<file path="src/rtl/lcd_fb_plotter.sv">
// Pixel/fill command engine for the ST7920 12864 frame buffer.
// Does read-modify-write of single pixels or a full-buffer fill through the RAM write port.
module lcd_fb_plotter #(
    parameter int RD_LAT   = 1,
    parameter bit MSB_LEFT = 1
) (
    input  logic       clk,
    input  logic       rst_n,
    input  logic       cmd_valid,
    output logic       cmd_ready,
    input  logic [1:0] cmd_op,
    input  logic [6:0] cmd_x,
    input  logic [5:0] cmd_y,
    input  logic [7:0] cmd_fill,
    output logic [9:0] fb_addr,
    input  logic [7:0] fb_rd_data,
    output logic       fb_wr_en,
    output logic [7:0] fb_wr_data,
    output logic       busy,
    output logic       done
);
    typedef enum logic [2:0] {S_IDLE, S_RD, S_WAIT, S_MOD, S_WR, S_FILL} state_t;

    localparam logic [1:0] OP_SET = 2'b00, OP_CLR = 2'b01, OP_TGL = 2'b10, OP_FILL = 2'b11;

    state_t     state, state_n;
    logic [1:0] op_q, op_n;
    logic [7:0] mask_q, mask_n;
    logic [1:0] cnt_q, cnt_n;
    logic [9:0] addr_n;
    logic [7:0] wdata_n;
    logic       wr_n, done_n, ready_n;
    logic [2:0] bit_idx;
    logic [7:0] new_byte;

    assign bit_idx = MSB_LEFT ? (3'd7 - cmd_x[2:0]) : cmd_x[2:0];

    always_comb begin
        case (op_q)
            OP_SET:  new_byte = fb_rd_data | mask_q;
            OP_CLR:  new_byte = fb_rd_data & ~mask_q;
            OP_TGL:  new_byte = fb_rd_data ^ mask_q;
            default: new_byte = fb_rd_data;
        endcase
    end

    always_comb begin
        state_n = state;
        op_n    = op_q;
        mask_n  = mask_q;
        cnt_n   = cnt_q;
        addr_n  = fb_addr;
        wdata_n = fb_wr_data;
        wr_n    = fb_wr_en;
        ready_n = cmd_ready;
        done_n  = 1'b0;
        case (state)
            S_IDLE: begin
                if (cmd_valid && cmd_ready) begin
                    ready_n = 1'b0;
                    if (cmd_op == OP_FILL) begin
                        state_n = S_FILL;
                        addr_n  = 10'd0;
                        wdata_n = cmd_fill;
                        wr_n    = 1'b1;
                    end else begin
                        state_n = S_RD;
                        op_n    = cmd_op;
                        mask_n  = 8'b1 << bit_idx;
                        // rows 32..63 live in the right half (words 8..15) of rows 0..31
                        addr_n  = {cmd_y[4:0], cmd_y[5], cmd_x[6:3]};
                    end
                end
            end
            S_RD: begin
                if (RD_LAT > 1) begin
                    state_n = S_WAIT;
                    cnt_n   = 2'(RD_LAT - 2);
                end else begin
                    state_n = S_MOD;
                end
            end
            S_WAIT: begin
                if (cnt_q == 2'd0) state_n = S_MOD;
                else               cnt_n   = cnt_q - 2'd1;
            end
            S_MOD: begin
                wdata_n = new_byte;
                wr_n    = 1'b1;
                state_n = S_WR;
            end
            S_WR: begin
                wr_n    = 1'b0;
                done_n  = 1'b1;
                ready_n = 1'b1;
                state_n = S_IDLE;
            end
            S_FILL: begin
                addr_n = fb_addr + 10'd1;
                if (fb_addr == 10'd1023) begin
                    wr_n    = 1'b0;
                    done_n  = 1'b1;
                    ready_n = 1'b1;
                    state_n = S_IDLE;
                end
            end
            default: state_n = S_IDLE;
        endcase
    end

    always_ff @(posedge clk) begin
        if (!rst_n) begin
            state      <= S_IDLE;
            op_q       <= 2'b00;
            mask_q     <= 8'h00;
            cnt_q      <= 2'd0;
            fb_addr    <= 10'd0;
            fb_wr_data <= 8'h00;
            fb_wr_en   <= 1'b0;
            cmd_ready  <= 1'b1;
            busy       <= 1'b0;
            done       <= 1'b0;
        end else begin
            state      <= state_n;
            op_q       <= op_n;
            mask_q     <= mask_n;
            cnt_q      <= cnt_n;
            fb_addr    <= addr_n;
            fb_wr_data <= wdata_n;
            fb_wr_en   <= wr_n;
            cmd_ready  <= ready_n;
            busy       <= ~ready_n;
            done       <= done_n;
        end
    end
endmodule

</file>
<file path="config.mk">
export PLATFORM = sky130hd
export DESIGN_NAME = lcd_fb_plotter
export DESIGN_NICKNAME = d
export VERILOG_FILES = /design/src/rtl/lcd_fb_plotter.sv
export SDC_FILE = /design/constraint.sdc
export NUM_CORES = 1
export LEC_CHECK = 0
export CORE_UTILIZATION = 49
export DETAILED_ROUTE_END_ITERATION = 16
export PLACE_DENSITY = 0.8
export SYNTH_ARGS = -nofsm -noshare
export SYNTH_HDL_FRONTEND = slang
export SYNTH_SLANG_ARGS = --single-unit
export TNS_END_PERCENT = 30
</file>
<file path="constraint.sdc">
create_clock -name clk -period 2.4 [get_ports clk]
set_clock_uncertainty 0.05 [all_clocks]
set_input_delay 0.6 -clock clk [delete_from_list [all_inputs] [get_ports clk]]
set_output_delay 0.6 -clock clk [all_outputs]
set_load 0.1 [all_outputs]
</file>
==> summary.md <==
| Metric | Value |
|---|---|
| Post-layout minimum cycle time | ~2.2 ns |
| Crit path launch type | input pin |
| Ports placed on the boundary | 56 |
| Final wirelength | 5520 um |
| Number of global-route vias before repair | 2,122 |
| Pin count of the biggest net entering global routing | 19 |
| Number of antenna-violating nets in the routed design | 0 |
| Hold path start | mask_q[1] |
| Biggest area consumer among synthesized cells | sky130_fd_sc_hd__dfxtp_1 |
| Commonest non-fill, non-tap cell in the layout | sky130_fd_sc_hd__buf_4 |
| Die width | 69.7 um |
| Quantity of gates resized following cts | 0 |
| Worst-path clk slew | 0.07 ns |
| Initial cell density of the core | 0.513 |
| Core footprint | 0.00438 sq mm |
| Total count of max-transition violations in the final report | 0 |
| Via density | 5.69 |
| Beginning of the critical path | cmd_op[0] |
| Library cells used by synthesis | 44 |
| IO buf count | 55 |
| Nets | 377 |
| Net count after synthesis | 312 |
| Cell area after synthesis | roughly 0.0022 sq mm |
| Max-cap violations | 0 |
| Placer congestion estimate | 0.833 |
| Number of placed instances, taps included | 370 |
| Number of flops mapped to enable cells by yosys | 0 |
| Number of optimization iterations in the first detailed-route pass | 4 |
| Clock tree buffer depth | 2 |
| Maximum fanout count along the critical path | 4 |
| Max IR drop VDD | 0.538 mV |
| Capturing element type of the critical path | flip-flop |
| Asr flop ratio synth | 0 |
| Worst slack after detailed placement | -0.0873 ns |
| Part of the Yosys area used for sequential elements | 0.330 |
| Tightest Pin Transition | between 0.5 and 0.6 ns |
| Synthesized flop and latch total | 37 |
| Data arrival time of the critical path | between 2 and 2.5 ns |
| Clock latency of the later-clocked register in the worst-skew pair | 0.29 ns |
| Number of vias after detailed routing | approximately 2,200 |
| Overall die height | roughly 70 um |
| Share of the synthesized area in the top cell type | 0.330 |
| Required time of the critical path | 2.58 ns |
| DRC viols | 0 |
| Dominant register cell in the synthesized netlist | sky130_fd_sc_hd__dfxtp_1 |
| Top area cells in the synthesized netlist | sky130_fd_sc_hd__dfxtp_1 33%, sky130_fd_sc_hd__ha_1 10%, sky130_fd_sc_hd__mux4_2 8.0% |
| Worst setup margin | 0.206 ns |
| Number of warnings reported in the yosys synthesis log | 0 |
| Hold depth | 2 |
| Synthesis-to-finish area growth | 33.2% |
| Full die area | 0.00486 sq mm |
| Share of post-route cells with drive strength above 1 | 0.184 |
| WS Path Type | input pin to flip-flop |
| Total of endpoints with negative setup slack in the final report | 0 |
| Power density of the placed cells | just over 1000 mW/mm^2 |
| Setup repair after global routing missed its margin | no |
| Leakage component of the power | ~1.2 nW |
| Dpl hpwl | 4060 um |
| Final worst path period share | 0.914 |
| Leading cell types in the layout, fill and taps excluded | 37 x sky130_fd_sc_hd__buf_4, 36 x sky130_fd_sc_hd__dfxtp_1, 33 x sky130_fd_sc_hd__clkdlybuf4s50_1 |
| ANT cells | 0 |
| Type of the most critical hold path | flip-flop to flip-flop |
| Total routing usage reported by global routing | 0.243 |
| H-Tree Level Count | 2 |
| Final Hold Fails | 0 |
| Synth Area per Inst | 8.64 sq um |
| Std-Cell Rows | 24 |
| Highest clock frequency the design can meet | between 400 and 500 MHz |
| Remaining global-route overflow | 0 |
| Logic depth of the worst register-to-register path | 4 |
| Count of placed standard cells in the final layout, fillers left out | about 380 |
| # hold bufs at CTS | 0 |
| Slew Limit Headroom | 0.602 |
| Initial antenna violation count | 0 |
| Total CTS buffers | 5 |
| Critical register-to-register path startpoint | state[1] |
| Total Neg Setup Slack | 0 ns |
| Clock tree from TritonCTS | built |
| CTS Root Buffer Type | sky130_fd_sc_hd__clkbuf_8 |
| First-pass GRT wire length | 9450 um |
| Clock tree sinks | 37 |
| Post-CTS Setup Repair Bufs | 0 |
| Outcome | complete, no violations |
| DR WL/cell | 14.6 um |
| Violation count after the first detailed-route iteration | 96 |
| Worst hold slack | 0.406 ns |
| Mapped Cells | 260 |
[stage by stage]
| step | instance area [sq um] | power (mW) | util |
|---|---|---|---|
| global placement | 2880 | 2.45 | 0.656 |
| finish | 2990 | 3.04 | 0.683 |
| CTS | 2990 | 3.05 | 0.683 |
| detailed placement | 2880 | 2.49 | 0.656 |
| floorplan | 2250 | 2.10 | - |
| global route | 2990 | 3.18 | 0.683 |
[registers in the layout (all words and copies together), names as in the netlist, named ones only]
register,count
fb_addr,10
fb_wr_data,8
mask_q,8
state,3
cnt_q,2
op_q,2
busy,1
done,1
fb_wr_en,1
[cell type report]
type | count | area [sq um]
fill | 378 | 1390
multi-input combinational | 178 | 1320
timing repair buffer | 71 | 628
tap | 52 | 65.1
inverter | 32 | 120
clock inverter | 1 | 30.0
clock buffer | 7 | 86.3
sequential | 37 | 742
[cell usage after synthesis (4+ instances only)]
library cell / n
sky130_fd_sc_hd__dfxtp_1: 37
sky130_fd_sc_hd__inv_1: 31
sky130_fd_sc_hd__nand2_1: 30
sky130_fd_sc_hd__ha_1: 18
sky130_fd_sc_hd__o21ai_0: 16
sky130_fd_sc_hd__a21oi_1: 15
sky130_fd_sc_hd__clkbuf_1: 10
sky130_fd_sc_hd__nand3_1: 9
sky130_fd_sc_hd__nor2_1: 9
sky130_fd_sc_hd__mux4_2: 8
sky130_fd_sc_hd__nor3_1: 8
sky130_fd_sc_hd__mux2i_1: 7
sky130_fd_sc_hd__o22ai_1: 7
sky130_fd_sc_hd__a311oi_1: 4
[cell families after synthesis]
| logic type | synth area share |
|---|---|
| xor+xnor | 0.0117 |
| compound gates | 0.185 |
| simple gates | 0.180 |
| mux | 0.111 |
| fa+ha+maj | 0.100 |
| flops | 0.330 |
| buf+inv | 0.0818 |
[final timing paths]
kind | to | slack [ns]
setup / recovery | mask_q[5] | 0.21
hold / removal | mask_q[1] | 0.41
setup reg to reg | mask_q[5] | 0.47
hold reg to reg | mask_q[1] | 0.41
[worst max-delay path: stages]
cell	delay [ns]
sky130_fd_sc_hd__clkdlybuf4s50_1	0.42
sky130_fd_sc_hd__and2_1	0.20
sky130_fd_sc_hd__or4_4	0.51
sky130_fd_sc_hd__or4b_1	0.49
sky130_fd_sc_hd__a21oi_1	0.15
[routing by layer]
layer / up-vias / GRT usage / share of wire
li1: 1068 / - / -
met1: 1018 / 0.303 / 0.46
met2: 55 / 0.413 / 0.48
met3: 11 / 0.0494 / 0.045
met4: 0 / 0.0911 / 0.019
met5: - / 0 / 0
[report_power, final]
part | switching [mW] | internal [mW] | total (mW)
Combinational | 1.04 | 0.505 | 1.55
Clock | 0.228 | 0.339 | 0.567
Sequential | 0.179 | 0.743 | 0.922
Power figures use the tool's default switching activity.
